$ cat src/rtl/instr_loader.sv
// Byte-stream program loader: assembles little-endian 32-bit words, writes them into
// instruction memory and holds the CPU in reset until a full image is in place.
// Optional trailing XOR checksum byte: define INSTR_LOADER_CHECKSUM_EN.
module instr_loader #(
    parameter int ADDRESS_WIDTH = 32,
    parameter int BYTE_WIDTH    = 8,
    parameter int DEPTH_WORDS   = 1024
) (
    input  logic                     clk_i,
    input  logic                     rst_i,
    input  logic                     start_i,
    input  logic [BYTE_WIDTH-1:0]    byte_i,
    input  logic                     byte_valid_i,
    output logic                     byte_ready_o,
    output logic                     we_o,
    output logic [ADDRESS_WIDTH-1:0] waddr_o,
    output logic [31:0]              wdata_o,
    output logic                     cpu_rst_o,
    output logic                     busy_o,
    output logic                     done_o,
    output logic                     error_o
);

    typedef enum logic [2:0] {
        ST_IDLE   = 3'd0,
        ST_LEN_LO = 3'd1,
        ST_LEN_HI = 3'd2,
        ST_DATA   = 3'd3,
        ST_CSUM   = 3'd4,
        ST_DONE   = 3'd5,
        ST_ERROR  = 3'd6
    } state_t;

    localparam logic [16:0] DEPTH_L = 17'(DEPTH_WORDS);

`ifdef INSTR_LOADER_CHECKSUM_EN
    localparam state_t ST_END = ST_CSUM;
`else
    localparam state_t ST_END = ST_DONE;
`endif

    // Running XOR over the data bytes of one image.
    function automatic logic [7:0] csum_next(input logic [7:0] acc, input logic [7:0] b);
        csum_next = acc ^ b;
    endfunction

    state_t                   state_r;
    state_t                   state_next_s;
    logic [7:0]               byte_s;
    logic [7:0]               n_lo_r;
    logic [15:0]              n_r;
    logic [15:0]              len_s;
    logic [15:0]              word_idx_r;
    logic [1:0]               lane_r;
    logic [23:0]              asm_r;
    logic                     we_r;
    logic [ADDRESS_WIDTH-1:0] waddr_r;
    logic [31:0]              wdata_r;
    logic                     xfer_s;
    logic                     start_accept_s;
    logic                     words_left_s;
    logic                     ready_s;
    logic                     busy_s;
    logic                     done_s;
    logic                     error_s;
    logic                     cpu_rst_s;
`ifdef INSTR_LOADER_CHECKSUM_EN
    logic [7:0]               csum_r;
`endif

    assign byte_s         = byte_i[7:0];
    assign len_s          = {byte_s, n_lo_r};
    assign xfer_s         = byte_valid_i && ready_s;
    assign words_left_s   = (word_idx_r != n_r);
    assign start_accept_s = start_i && ((state_r == ST_IDLE) || (state_r == ST_DONE) ||
                                        (state_r == ST_ERROR));

    // State register.
    always_ff @(posedge clk_i) begin
        if (rst_i) begin
            state_r <= ST_IDLE;
        end else begin
            state_r <= state_next_s;
        end
    end

    // Next-state logic; the final word's write strobe retires DATA so done follows it by a cycle.
    always_comb begin
        state_next_s = state_r;
        case (state_r)
            ST_IDLE, ST_DONE, ST_ERROR: begin
                if (start_i) begin
                    state_next_s = ST_LEN_LO;
                end else begin
                    state_next_s = state_r;
                end
            end
            ST_LEN_LO: begin
                if (xfer_s) begin
                    state_next_s = ST_LEN_HI;
                end else begin
                    state_next_s = state_r;
                end
            end
            ST_LEN_HI: begin
                if (!xfer_s) begin
                    state_next_s = state_r;
                end else if (len_s == 16'd0) begin
                    state_next_s = ST_END;
                end else if ({1'b0, len_s} > DEPTH_L) begin
                    state_next_s = ST_ERROR;
                end else begin
                    state_next_s = ST_DATA;
                end
            end
            ST_DATA: begin
                if (we_r && !words_left_s) begin
                    state_next_s = ST_END;
                end else begin
                    state_next_s = state_r;
                end
            end
`ifdef INSTR_LOADER_CHECKSUM_EN
            ST_CSUM: begin
                if (!xfer_s) begin
                    state_next_s = state_r;
                end else if (byte_s == csum_r) begin
                    state_next_s = ST_DONE;
                end else begin
                    state_next_s = ST_ERROR;
                end
            end
`endif
            default: state_next_s = ST_IDLE;
        endcase
    end

    // Output decode from the registered state.
    always_comb begin
        ready_s   = 1'b0;
        busy_s    = 1'b0;
        done_s    = 1'b0;
        error_s   = 1'b0;
        cpu_rst_s = 1'b1;
        case (state_r)
            ST_LEN_LO, ST_LEN_HI: begin
                ready_s = 1'b1;
                busy_s  = 1'b1;
            end
            ST_DATA: begin
                ready_s = words_left_s;
                busy_s  = 1'b1;
            end
`ifdef INSTR_LOADER_CHECKSUM_EN
            ST_CSUM: begin
                ready_s = 1'b1;
                busy_s  = 1'b1;
            end
`endif
            ST_DONE: begin
                done_s    = 1'b1;
                cpu_rst_s = 1'b0;
            end
            ST_ERROR: begin
                error_s = 1'b1;
            end
            default: begin
                ready_s = 1'b0;
            end
        endcase
    end

    // Datapath: length capture, word assembly in a holding register, write strobe generation.
    always_ff @(posedge clk_i) begin
        if (rst_i) begin
            n_lo_r     <= 8'd0;
            n_r        <= 16'd0;
            word_idx_r <= 16'd0;
            lane_r     <= 2'd0;
            asm_r      <= 24'd0;
            we_r       <= 1'b0;
            waddr_r    <= '0;
            wdata_r    <= 32'd0;
`ifdef INSTR_LOADER_CHECKSUM_EN
            csum_r     <= 8'd0;
`endif
        end else begin
            we_r <= 1'b0;
            if (start_accept_s) begin
                word_idx_r <= 16'd0;
                lane_r     <= 2'd0;
                asm_r      <= 24'd0;
`ifdef INSTR_LOADER_CHECKSUM_EN
                csum_r     <= 8'd0;
`endif
            end else if (xfer_s) begin
                case (state_r)
                    ST_LEN_LO: n_lo_r <= byte_s;
                    ST_LEN_HI: n_r    <= len_s;
                    ST_DATA: begin
`ifdef INSTR_LOADER_CHECKSUM_EN
                        csum_r <= csum_next(csum_r, byte_s);
`endif
                        lane_r <= lane_r + 2'd1;
                        case (lane_r)
                            2'd0: asm_r[7:0]   <= byte_s;
                            2'd1: asm_r[15:8]  <= byte_s;
                            2'd2: asm_r[23:16] <= byte_s;
                            default: begin
                                we_r       <= 1'b1;
                                wdata_r    <= {byte_s, asm_r};
                                waddr_r    <= ADDRESS_WIDTH'({word_idx_r, 2'b00});
                                word_idx_r <= word_idx_r + 16'd1;
                            end
                        endcase
                    end
                    default: n_lo_r <= n_lo_r;
                endcase
            end
        end
    end

    assign byte_ready_o = ready_s;
    assign busy_o       = busy_s;
    assign done_o       = done_s;
    assign error_o      = error_s;
    assign cpu_rst_o    = cpu_rst_s;
    assign we_o         = we_r;
    assign waddr_o      = waddr_r;
    assign wdata_o      = wdata_r;

endmodule
$ cat config.mk
export PLATFORM = sky130hd
export DESIGN_NAME = instr_loader
export DESIGN_NICKNAME = d
export VERILOG_FILES = /design/src/rtl/instr_loader.sv
export SDC_FILE = /design/constraint.sdc
export NUM_CORES = 1
export LEC_CHECK = 0
export BUFFER_PORTS_ARGS = -buffer_cell sky130_fd_sc_hd__buf_2
export CORE_ASPECT_RATIO = 0.7
export CORE_MARGIN = 2
export CORE_UTILIZATION = 25
export DETAILED_ROUTE_END_ITERATION = 6
export SYNTH_ARGS = -nofsm -noshare
export SYNTH_HDL_FRONTEND = slang
export SYNTH_SLANG_ARGS = --single-unit
$ cat constraint.sdc
create_clock -name clk_i -period 1.9 [get_ports clk_i]
set_input_delay 0.38 -clock clk_i [delete_from_list [all_inputs] [get_ports clk_i]]
set_output_delay 0.38 -clock clk_i [all_outputs]
set_load 0.01 [all_outputs]
==> results of run 1 <==
-- through the flow --
stage               setup TNS (ns)  cells
floorplan                        0    643
global placement             -2.09    979
detailed placement           -3.98    979
CTS                         -0.607   1016
global route                 -2.68   1016
finish                      -0.341   1016
-- flip-flops by register name, indices dropped and copies added, names as in the netlist --
register    cells
wdata_o        32
n_r            16
n_lo_r          8
word_idx_r     16
asm_r          24
lane_r          2
waddr_o        16
state_r         3
we_o            1
-- cells in the mapped netlist, types with 9 or more instances --
cell type | number | area (µm²)
dfxtp_1 | 118 | 2360
xor2_1 | 18 | 158
nand2_1 | 95 | 357
nand3_1 | 62 | 310
or4_1 | 9 | 67.6
o21ai_0 | 57 | 285
a21oi_1 | 85 | 425
clkbuf_1 | 32 | 120
buf_2 | 10 | 50.1
mux2i_1 | 26 | 260
buf_4 | 18 | 135
nor2_1 | 9 | 33.8
-- layer usage --
| layer | vias up | GRT usage, % | share of wire [%] |
|---|---|---|---|
| li1 | 2376 | - | - |
| met4 | 0 | 3.21 | 0.70 |
| met2 | 154 | 19.1 | 41 |
| met1 | 2353 | 22.4 | 53 |
| met3 | 13 | 3.14 | 5.7 |
| met5 | - | 0 | 0 |
-- power groups by stage --
stage	combinational, mW	clock [mW]	sequential [mW]
final	2.59	3.16	2.63
after global routing	2.80	3.31	2.64
after CTS	2.64	3.21	2.62
after detailed placement	2.09	0	2.67
after global placement	2.08	0	2.67
after floorplan	1.43	0	2.64
-- area by class of cell --
type / count / area (µm²) / share of cell area (%)
Sequential cell: 118 / 2380 / 34.3
Clock buffer: 18 / 429 / 6.19
Inverter: 4 / 15.0 / 0.216
Timing Repair Buffer: 136 / 985 / 14.2
Multi-Input combinational cell: 450 / 2630 / 37.9
Clock inverter: 14 / 151 / 2.18
Tap cell: 276 / 345 / 4.98
-- worst max-delay path by stage --
stage                     cells past startpoint      endpoint  slack, ns
after global routing                          5  byte_ready_o      -0.42
after detailed placement                      6     asm_r[19]      -0.13
after CTS                                     6  byte_ready_o      -0.38
after floorplan                               6  byte_ready_o     0.0001
after global placement                        6     asm_r[22]      -0.11
final                                         6  byte_ready_o      -0.30
-- worst register-to-register path, stage by stage (launching register included) --
cell	delay (ns)
dfxtp_1	0.38
xor2_1	0.16
nor4_1	0.06
buf_4	0.13
and4_2	0.28
buf_4	0.19
or4_1	0.50
a21oi_1	0.15
-- cells by family after synthesis --
| logic type | Yosys count | synth area share [%] |
|---|---|---|
| adders and majority gates | 5 | 1.21 |
| and+or+nand+nor | 222 | 20.9 |
| xor gates and xnor gates | 19 | 3.21 |
| DFF | 118 | 45.5 |
| buffers and inverters | 75 | 7.38 |
| other | 1 | 0.0722 |
| AOI/OAI and AO/OA | 162 | 16.7 |
| muxes | 26 | 5.01 |
-- timing repair --
action / CTS / global route
gates cloned: 2 / 0
pin swaps: 5 / 7
endpoints found under the setup margin: 82 / 93
buffers inserted: 7 / 2
hold buffers: 0 / 0
resized for setup: 31 / 21
==> flow_summary.ini, run 1 <==
[detailed_routing]
drt-vias-per-instance = 4.82
vias = 4896
drt_iter0_drc = 353
drt-total-wl_mm = 15.6
drc = 0
avgRoutedWirePerCell_um = 15.4
drtAntennaViolNets = 0
first_pass_iters = 5

[sta]
clock_skew_ns = 0.0126
finalSetupViolations = 4
slew_headroom_pct = 62.8
max_freq_mhz = 454
maxSlewViolCount = 0
fin_crit_ns = 2.20
finalHoldViolCount = 0
worst_slew_pin_slew_ns = 0.559
whs_ns = 0.267
setup_slack_ns = -0.304
rsz0062_at_grt = yes
min_period_over_period_pct = 116

[status]
status = finished, violations left
violations = negative setup slack

[floorplan]
die_w_um = 176
pin_count = 82
dieHeight_um = 125
num_rows = 44
die_area_um2 = 22000
core_um2 = 20500
initial_core_util_pct = 25.3

[synthesis]
yosys_warnings = 0
ys_ff_latch = 118
avgSynthCellArea_um2 = 8.27
ys_async_sr_fraction_pct = 0
synth_top_flop_cell = dfxtp_1
synth_edf_count = 0
synth.distinct_cells = 46
seq_area_frac_synth_pct = 45.5
netlist_area_um2 = 5190
synth_cells = 628

[clock_tree]
cts_buffer_depth = 2
cts_root_buf = clkbuf_16
clk_transition_reported_paths_ns = 0.06
cts.sinks = 118
numCtsBuffers = 17
clock_latency_ns = 0.42
cts_tree = yes
htreeDepth = 4

[worst_setup_path]
ff2ff_path_depth = 7
cpLargestDelayFamily = simple AND/OR/NAND/NOR gates
crit_path_max_fanout = 2
r2r_slack_ns = -0.02
worstReg2RegStart = word_idx_r[14]
critPathRequiredTime_ns = 1.52
path_cells = xor2_1 > nor4_1 > buf_4 > nand4_1 > o21a_1 > buf_2
cpMaxStageDelayCell = dfxtp_2
worst_setup_path_start_kind = flop
worstSetupPathType = flop to output port
crit_arrival_ns = 1.82
cp-end-kind = output port
crit_start = word_idx_r[2]
regToRegEndpoint = word_idx_r[7]
max_stage_delay_ns = 0.32
path_buf_inv = 2

[hold_path]
hold_start = byte_i[6]
worstHoldPathCells = 3
min_to = n_lo_r[6]
hp-class = input port to flop

[power_and_ir_drop]
p_seq_share_pct = 31.4
power_density_nw_per_um2 = 1210
swShare_pct = 34.1
peakVddDrop_mv = 0.636
power_leakage_nw = 2.83
power_mw = 8.37
switchingPower_mw = 2.86
p_comb_share_pct = 30.9
internal_power_mw = 5.52
p_clk_share_pct = 37.7

[final_layout]
final_common_cell = dfxtp_1
finalInstanceArea_um2 = 6940
layout_common_cells = dfxtp_1 (106), nand2_1 (94), a21oi_1 (84), buf_2 (65), buf_4 (60)
syn_to_final_growth_pct = 33.6
antenna_cells = 0
nFillCells = 2139
nets = 744
drive_gt1_share_pct = 27.4
finalCoreUtilization_pct = 33.8

[placement]
dp_slack_ns = -0.126
numPortBuffers = 65
dpl.hpwl_mm = 10.9
gp_congestion = 0.841
dpl_cell_area_um2 = 6110

[global_routing]
grt_remaining_overflow = 0
grtUsageTotal_pct = 14.2
grt_pass1_wl_mm = 24.5
grt_max_degree = 51
antenna_found_initial = 0
first_global_vias = 4395

[run]
drv_cap = 0
No activity file was read; power rests on OpenSTA's default activity.
==> run 2, diff against run 1 <==
--- a/config.mk
+++ b/config.mk
@@ -6,7 +6,7 @@
 export NUM_CORES = 1
 export LEC_CHECK = 0
 export BUFFER_PORTS_ARGS = -buffer_cell sky130_fd_sc_hd__buf_2
-export CORE_ASPECT_RATIO = 0.7
+export CORE_ASPECT_RATIO = 1.1
 export CORE_MARGIN = 2
 export CORE_UTILIZATION = 25
 export DETAILED_ROUTE_END_ITERATION = 6
==> flow_summary.ini, run 2 (synthesis gave the netlist of run 1 again) <==
[final_layout]
layout_common_cells = dfxtp_1 (104), nand2_1 (94), a21oi_1 (75), buf_2 (65), o21ai_0 (57)
final_common_cell = dfxtp_1
finalCoreUtilization_pct = 34.5
nets = 738
antenna_cells = 0
drive_gt1_share_pct = 31.6
syn_to_final_growth_pct = 36.5
largest_register_ffs = 32

[sta]
clock_skew_ns = 0.0107
setup_slack_ns = -0.361
worst_slew_pin_slew_ns = 0.687
max_freq_mhz = 442
slew_headroom_pct = 54.2
finalSetupTns_ns = -0.421
finalHoldViolCount = 0
finalSetupViolations = 10
rsz0062_at_grt = yes
min_period_over_period_pct = 119
fin_crit_ns = 2.26
maxSlewViolCount = 0

[clock_tree]
numCtsBuffers = 17
cts_root_buf = clkbuf_16
clock_latency_ns = 0.41
htreeDepth = 4
cts_buffer_depth = 2
cts.sinks = 118
hold_buffers = 0
clk_transition_reported_paths_ns = 0.06
cts_tree = yes

[hold_path]
hp-class = input port to flop

[placement]
numPortBuffers = 65
gp_congestion = 0.836
dpl.hpwl_mm = 10.2

[worst_setup_path]
worst_setup_path_start_kind = flop
cp-end-kind = output port
crit_path_max_fanout = 2
critPathRequiredTime_ns = 1.52
worstSetupPathType = flop to output port
crit_arrival_ns = 1.88

[floorplan]
core_um2 = 20500
die_area_um2 = 21900
pin_count = 82
initial_core_util_pct = 25.3
die_w_um = 141
num_rows = 55
dieHeight_um = 155

[detailed_routing]
wl_met2_mm = 7.10
wl_met1_mm = 6.84
first_pass_iters = 5
drt-total-wl_mm = 15.0
avgRoutedWirePerCell_um = 15.2
drt-vias-per-instance = 4.84
drt_iter0_drc = 407
top_layer = met4
dr_wl_met3_um = 664
drtAntennaViolNets = 0
vias = 4790
drc = 0

[status]
violations = negative setup slack
status = finished, violations left

[global_routing]
grt_max_degree = 62
first_global_vias = 4552
grtUsageTotal_pct = 13.6
grt_remaining_overflow = 0
antenna_found_initial = 0
grt_pass1_wl_mm = 23.6

[power_and_ir_drop]
internal_power_mw = 5.71
peakVddDrop_mv = 0.664
p_seq_share_pct = 30.2
swShare_pct = 34.3
switchingPower_mw = 2.98
p_comb_share_pct = 31.1
power_density_nw_per_um2 = 1230
power_leakage_nw = 2.82
p_clk_share_pct = 38.7

[run]
drv_cap = 0
-- run 2: cell count changes in the layout (fill, tap and decap cells not counted), moves of 9 or more --
| cell | delta |
|---|---|
| a21oi_2 | +9 |
| nand3_1 | -23 |
| buf_4 | -9 |
| nand3_2 | +22 |
| a21oi_1 | -9 |
-- run 2: through the flow --
stage | setup slack (ns) | cell area (µm²) | hold WS (ns) | power, mW | cells
2_1_floorplan | 0.000122 | 5260 | 0.435 | 4.07 | 643
3_3_place_gp | -0.166 | 6060 | 0.445 | 4.76 | 953
3_5_place_dp | -0.188 | 6060 | 0.451 | 4.76 | 953
4_1_cts | -0.346 | 6730 | 0.257 | 8.22 | 985
5_1_grt | -0.395 | 7080 | 0.280 | 9.06 | 990
6_report | -0.361 | 7080 | 0.275 | 8.69 | 990
-- run 2: critical path, stage by stage, from the launching register on --
cell and delay [ns]:
dfxtp_2 0.33, xor2_1 0.16, nor4_1 0.37, nand4_1 0.23, o21a_1 0.24, buf_2 0.14
-- run 2: worst paths after layout --
path,from,end,slack (ns),cells after the start
setup / recovery,word_idx_r[13],byte_ready_o,-0.36,5
hold / removal,byte_i[7],n_lo_r[7],0.27,3
setup reg to reg,word_idx_r[13],asm_r[16],-0.01,7
hold reg to reg,asm_r[7],asm_r[7],0.46,2
-- run 2: layout make-up --
| type | count | area (µm²) |
|---|---|---|
| tap | 256 | 320 |
| sequential | 118 | 2380 |
| clock buffer | 17 | 425 |
| multi-input combinational | 450 | 2780 |
| inverter | 4 | 15.0 |
| fill | 2108 | 13400 |
| timing repair buffer | 130 | 963 |
| clock inverter | 15 | 191 |
-- run 2: layer usage --
metal / vias to the layer above / GRT usage [%]
met5: - / 0
met4: 0 / 6.76
met3: 29 / 2.89
met2: 125 / 21.0
met1: 2267 / 17.9
li1: 2369 / -
-- run 2: power by group through the flow --
stage,clock network [mW],registers (mW),logic (mW)
2_1_floorplan,0,2.64,1.43
3_3_place_gp,0,2.67,2.09
3_5_place_dp,0,2.67,2.09
4_1_cts,3.40,2.62,2.20
5_1_grt,3.53,2.63,2.89
6_report,3.36,2.62,2.70
-- run 2: what timing repair did --
| item | in CTS | in global routing |
|---|---|---|
| setup endpoints to repair | 60 | 86 |
| cloned | 0 | 2 |
| buffers inserted | 1 | 3 |
| gates resized for setup | 19 | 65 |
| pin swaps | 6 | 8 |
